--- config.mk ---
export PLATFORM = sky130hd
export DESIGN_NAME = barrel_shift_arbiter
export DESIGN_NICKNAME = d
export VERILOG_FILES = /design/src/rtl/barrel_shift_arbiter.sv
export SDC_FILE = /design/constraint.sdc
export NUM_CORES = 1
export LEC_CHECK = 0
export CAP_MARGIN = 15
export CORE_MARGIN = 10
export CORE_UTILIZATION = 51
export CTS_BUF_LIST = sky130_fd_sc_hd__clkbuf_16
export DETAILED_ROUTE_END_ITERATION = 16
export PLACE_DENSITY = 0.94
export SYNTH_ARGS = -nofsm -noshare
export SYNTH_HDL_FRONTEND = slang
export SYNTH_SLANG_ARGS = --single-unit
--- constraint.sdc ---
create_clock -name clk -period 3.76 [get_ports clk]
set_input_delay 1.128 -clock clk [delete_from_list [all_inputs] [get_ports clk]]
set_output_delay 1.128 -clock clk [all_outputs]
set_load 0.005 [all_outputs]
--- src/rtl/barrel_shift_arbiter.sv ---
`default_nettype none
// ============================================================================
// Module   : barrel_shift_arbiter
// Purpose  : Two requesters share one 8-bit rotate-left datapath. An IDLE ->
//            SHIFT -> HOLD FSM keeps exactly one job in flight. In IDLE one
//            requester is granted and its ready is raised combinationally.
//            SHIFT registers the rotated result. HOLD presents it until the
//            consumer takes it.
// Ports    : clk, rst_n (async, active-low)
//            req0_valid/req0_a/req0_range -> req0_ready  (requester 0)
//            req1_valid/req1_a/req1_range -> req1_ready  (requester 1)
//            resp_valid/resp_data/resp_id <- resp_ready   (response)
//            busy      : FSM is not in IDLE
//            xfer_cnt  : completed-response count, wraps 255 -> 0
// Macro    : BSA_ROUND_ROBIN_EN -- when defined, simultaneous requests are
//            granted round-robin. Otherwise requester 0 has fixed priority.
// Revision : 1.0 initial release
// ============================================================================
module barrel_shift_arbiter (
   input  logic       clk,
   input  logic       rst_n,
   input  logic       req0_valid,
   input  logic [7:0] req0_a,
   input  logic [2:0] req0_range,
   output logic       req0_ready,
   input  logic       req1_valid,
   input  logic [7:0] req1_a,
   input  logic [2:0] req1_range,
   output logic       req1_ready,
   output logic       resp_valid,
   input  logic       resp_ready,
   output logic [7:0] resp_data,
   output logic       resp_id,
   output logic       busy,
   output logic [7:0] xfer_cnt
);

   typedef enum logic [1:0] {
      ST_IDLE  = 2'd0,
      ST_SHIFT = 2'd1,
      ST_HOLD  = 2'd2
   } state_t;

   state_t      state_q, state_d;
   logic [7:0]  a_q, a_d;
   logic [2:0]  range_q, range_d;
   logic        id_q, id_d;
   logic        resp_valid_q, resp_valid_d;
   logic [7:0]  resp_data_q, resp_data_d;
   logic        resp_id_q, resp_id_d;
   logic [7:0]  xfer_cnt_q, xfer_cnt_d;

   logic        w_prefer1;
   logic        w_gnt0;
   logic        w_gnt1;
   logic        w_ready0;
   logic        w_ready1;
   logic [15:0] w_rot_wide;

`ifdef BSA_ROUND_ROBIN_EN
   logic        last_grant_q, last_grant_d;

   // Requester 1 wins a tie only when requester 0 took the previous grant.
   assign w_prefer1 = (last_grant_q == 1'b0);
`else
   assign w_prefer1 = 1'b0;
`endif

   // Grants are suppressed while reset is held so both readies read 0.
   assign w_gnt1 = rst_n && req1_valid && (!req0_valid || w_prefer1);
   assign w_gnt0 = rst_n && req0_valid && !w_gnt1;

   // Rotating the doubled operand left puts the rotated byte in the top half.
   assign w_rot_wide = {a_q, a_q} << range_q;

   always_comb begin
      state_d      = state_q;
      a_d          = a_q;
      range_d      = range_q;
      id_d         = id_q;
      resp_valid_d = resp_valid_q;
      resp_data_d  = resp_data_q;
      resp_id_d    = resp_id_q;
      xfer_cnt_d   = xfer_cnt_q;
      w_ready0     = 1'b0;
      w_ready1     = 1'b0;
`ifdef BSA_ROUND_ROBIN_EN
      last_grant_d = last_grant_q;
`endif
      unique case (state_q)
         ST_IDLE: begin
            if (w_gnt0 || w_gnt1) begin
               w_ready0 = w_gnt0;
               w_ready1 = w_gnt1;
               a_d      = w_gnt1 ? req1_a : req0_a;
               range_d  = w_gnt1 ? req1_range : req0_range;
               id_d     = w_gnt1;
               state_d  = ST_SHIFT;
`ifdef BSA_ROUND_ROBIN_EN
               last_grant_d = w_gnt1;
`endif
            end
         end
         ST_SHIFT: begin
            resp_data_d  = w_rot_wide[15:8];
            resp_id_d    = id_q;
            resp_valid_d = 1'b1;
            state_d      = ST_HOLD;
         end
         ST_HOLD: begin
            if (resp_ready) begin
               resp_valid_d = 1'b0;
               xfer_cnt_d   = xfer_cnt_q + 8'd1;
               state_d      = ST_IDLE;
            end
         end
         default: begin
            state_d      = ST_IDLE;
            resp_valid_d = 1'b0;
         end
      endcase
   end

   always_ff @(posedge clk or negedge rst_n) begin
      if (!rst_n) begin
         state_q      <= ST_IDLE;
         a_q          <= 8'h00;
         range_q      <= 3'd0;
         id_q         <= 1'b0;
         resp_valid_q <= 1'b0;
         resp_data_q  <= 8'h00;
         resp_id_q    <= 1'b0;
         xfer_cnt_q   <= 8'h00;
`ifdef BSA_ROUND_ROBIN_EN
         last_grant_q <= 1'b1;
`endif
      end else begin
         state_q      <= state_d;
         a_q          <= a_d;
         range_q      <= range_d;
         id_q         <= id_d;
         resp_valid_q <= resp_valid_d;
         resp_data_q  <= resp_data_d;
         resp_id_q    <= resp_id_d;
         xfer_cnt_q   <= xfer_cnt_d;
`ifdef BSA_ROUND_ROBIN_EN
         last_grant_q <= last_grant_d;
`endif
      end
   end

   assign req0_ready = w_ready0;
   assign req1_ready = w_ready1;
   assign resp_valid = resp_valid_q;
   assign resp_data  = resp_data_q;
   assign resp_id    = resp_id_q;
   assign busy       = (state_q != ST_IDLE);
   assign xfer_cnt   = xfer_cnt_q;

endmodule
`default_nettype wire
==> impl_summary.log <==
[metrics] netlist area before placement: between 0.0015 and 0.002 mm²
[metrics] routability congestion estimate: around 0.83
[metrics] horizontal extent of the die: between 70 and 80 µm
[metrics] number of antenna violations at the first check in global routing: 0
[metrics] endpoints failing hold: 0
[metrics] Die H: roughly 80 µm
[metrics] maximum number of pins on one net before global-route repair: 22
[metrics] post-layout minimum cycle time: about 3.7 ns
[metrics] Port Buffer Count: 47
[metrics] Sequential cell area: 800.8 µm²
[metrics] FF+latch count, synth: 32
[metrics] number of nets in the final layout: approximately 220
[metrics] remaining global-route overflow: 0
[metrics] result of the run: completed
[metrics] sequential-to-total area share from yosys stat: between 40 and 50%
[metrics] PwrDens: 706.5 mW/mm²
[metrics] placeable core region: 0.003311 mm²
[metrics] maximum fanout encountered on the critical timing path: 3
[metrics] CTS buffer count: 5
[metrics] initial detailed-routing violation count: 71
[metrics] Worst Path Arrival: ~2.6 ns
[metrics] antenna cell count: 0
[metrics] fraction of registers with async set or reset after synthesis: between 90% and 100%
[metrics] number of rows created at floorplan: 21
[metrics] number of fillers in the final layout: around 240
[metrics] total nets after synthesis: about 170
[metrics] initial core utilization: a little over half
[metrics] clock net sink count: 32
[metrics] most used flip-flop cell after synthesis: dfrtp_1
[metrics] HP Class: reg2reg
[metrics] post-route clock period utilization: between 90 and 100%
[metrics] most frequent cell on the critical path: clkdlybuf4s50_1
[metrics] type of destination of the critical path: primary output
[metrics] number of setup buffers added after CTS: 0
[metrics] Worst Path Buf+Inv: 2
[metrics] clock root buffer master: clkbuf_16
[metrics] ports placed on the boundary: between 40 and 50
[metrics] summed negative setup slack over all endpoints: 0 ns
[metrics] mean instance size in the synthesized netlist: between 10 and 15 µm²
[metrics] Max-Slew Margin vs Limit: between 60% and 70%
[metrics] critical path class: in2out
[metrics] startpoint kind of the worst setup timing path: input port
[metrics] number of unique standard cell types used by synthesis: 29
[metrics] worst clock skew: 0.006097 ns
[metrics] top area cells in the synthesized netlist: dfrtp_1 46%, mux2_4 15%, mux2_2 8.4%, o22ai_1 5.7%, nand2_1 3.4%
[metrics] post-synthesis cell count: about 140
[metrics] synth warn: 0
[metrics] via count normalized by instance count: around 5.5
[metrics] max incr delay on CP: approximately 0.52 ns
[metrics] post-synthesis to final-layout area growth: 37.13%
[metrics] maximum number of buffers from clock root to sink: 2
[metrics] max-cap violations: 0
[metrics] most instantiated library cell after synthesis: dfrtp_1
[metrics] IR Drop Worst-Case VDD: ~0.28 mV
[metrics] Detail Route Antenna Nets: 0
[metrics] RSZ-0062 raised after global routing: no
[metrics] Clk Latency, worst-skew pair: ~0.27 ns
[metrics] leakage component of the power: ~0.0011 µW
[metrics] deepest level of the CTS H-tree: 2
[metrics] fraction of synthesized cell area taken by the top area cell type: 45.88%
[metrics] DP Wirelength: between 3000 and 4000 µm
[metrics] setup violators final: 0
[metrics] layout cell share with drive strength beyond 1: between 20% and 30%
[metrics] critical path's top delay family: buffers and inverters
[metrics] total wire length after detailed routing: 3973 µm
[metrics] Pins Over Slew Limit: 0
[metrics] multi-input logic area: ~890 µm²
[metrics] cells along the critical path: clkdlybuf4s50_1, nor3b_4, and2_1, clkdlybuf4s50_1
[metrics] detailed-routing iteration count for the pre-antenna-repair pass: 4
[metrics] CTS tree: built
[metrics] total die area: 0.006162 mm²
[metrics] GRT Resource Usage Total: between 10% and 20%
[metrics] Worst-path clk slew: approximately 0.050 ns
[metrics] wire length per cell: between 15 and 20 µm
[metrics] number of buffers added to fix hold violations after cts: 0
[metrics] cell with the biggest individual delay on the critical path: clkdlybuf4s50_1
[metrics] Synth top cells by count: 32 x dfrtp_1, 18 x mux2_4, 16 x nand2_1, 16 x o22ai_1, 13 x mux2_2
[metrics] biggest area consumer among synthesized cells: dfrtp_1
[metrics] slew at the pin with the worst max-slew slack: 0.5883 ns
[metrics] top achievable clock speed: between 200 and 300 MHz
[metrics] global-route wire length before repair: between 6000 and 7000 µm
[metrics] required time reported for the critical path endpoint: about 2.6 ns
[metrics] routed via count: between 1000 and 1500
[metrics] pre-CTS setup slack: 0.04054 ns
[metrics] DRC viols: 0
[metrics] via count of the first global-routing pass: 1419
[metrics] PnR worst setup slack: 0.05569 ns
[metrics] number of enable-type register cells in the synthesized netlist: 0
layer usage:
metal	GRT usage (%)	wire, µm	vias to the layer above
met5	0	0	-
met4	7.348	85	0
met3	5.467	289	8
met2	22.70	1972	58
met1	13.73	1625	638
li1	-	-	631
kinds of logic after synthesis:
group	Yosys count	share of synthesized area, %
buf+inv	9	3.225
xor+xnor	7	3.513
flops	32	45.88
simple gates	35	11.83
mux	31	23.87
fa+ha+maj	1	0.7167
compound gates	29	10.97
per-stage QoR:
step | instance area [µm²] | std cells | hold slack [ns] | utilization (%) | total power (µW)
2_1_floorplan | 1745 | 144 | 0.4587 | - | 1025
3_3_place_gp | 2251 | 233 | 0.4578 | 67.99 | 1270
3_5_place_dp | 2251 | 233 | 0.4636 | 67.99 | 1319
4_1_cts | 2387 | 241 | 0.4739 | 72.11 | 1694
5_1_grt | 2394 | 241 | 0.4976 | 72.30 | 1793
6_report | 2394 | 241 | 0.4661 | 72.30 | 1691
repair_timing:
item | in CTS | in global routing
setup endpoints to repair | 0 | 1
hold endpoints to repair | 0 | 0
resized for setup | 0 | 1
power breakdown:
| group | switching [µW] | total [µW] | internal (µW) |
|---|---|---|---|
| Sequential | 128 | 607 | 479 |
| Combinational | 301 | 717 | 416 |
| Clock | 130 | 367 | 237 |
cell type report:
cell class / count / share of cell area (%)
timing repair buffer: 51 / 20.91
sequential: 32 / 33.46
inverter: 1 / 0.1568
multi-input combinational: 103 / 37.38
clock inverter: 3 / 0.4705
tap: 46 / 2.405
clock buffer: 5 / 5.227
path summary, 6_finish.rpt:
path                                    end  cells past startpoint   startpoint  slack [ns]
worst max-delay path             req0_ready                      4        rst_n        0.06
worst min-delay path            xfer_cnt[7]                      1  xfer_cnt[7]        0.47
worst max register to register   range_q[1]                      3   state_q[1]        2.11
worst min register to register  xfer_cnt[7]                      1  xfer_cnt[7]        0.47
max in group asynchronous            a_q[3]                      2        rst_n        2.24
min in group asynchronous       xfer_cnt[0]                      2        rst_n        1.29
cell usage in the layout (no fill, tap or decap), types with 3 or more instances in the layout:
master and n:
nand2b_1 4, clkdlybuf4s50_1 47, o31ai_1 8, dfrtp_1 32, mux2_4 18, xor2_1 4
mux2_2 13, inv_1 3, clkbuf_16 5, xnor2_1 3, nand2_1 16, buf_4 4
o22ai_1 16
sequential cells by signal, summed over array words and instances (netlist names):
signal      cells
a_q             8
resp_data       8
xfer_cnt        8
range_q         3
state_q         2
id_q            1
resp_id         1
resp_valid      1
Power figures use the tool's default switching activity.
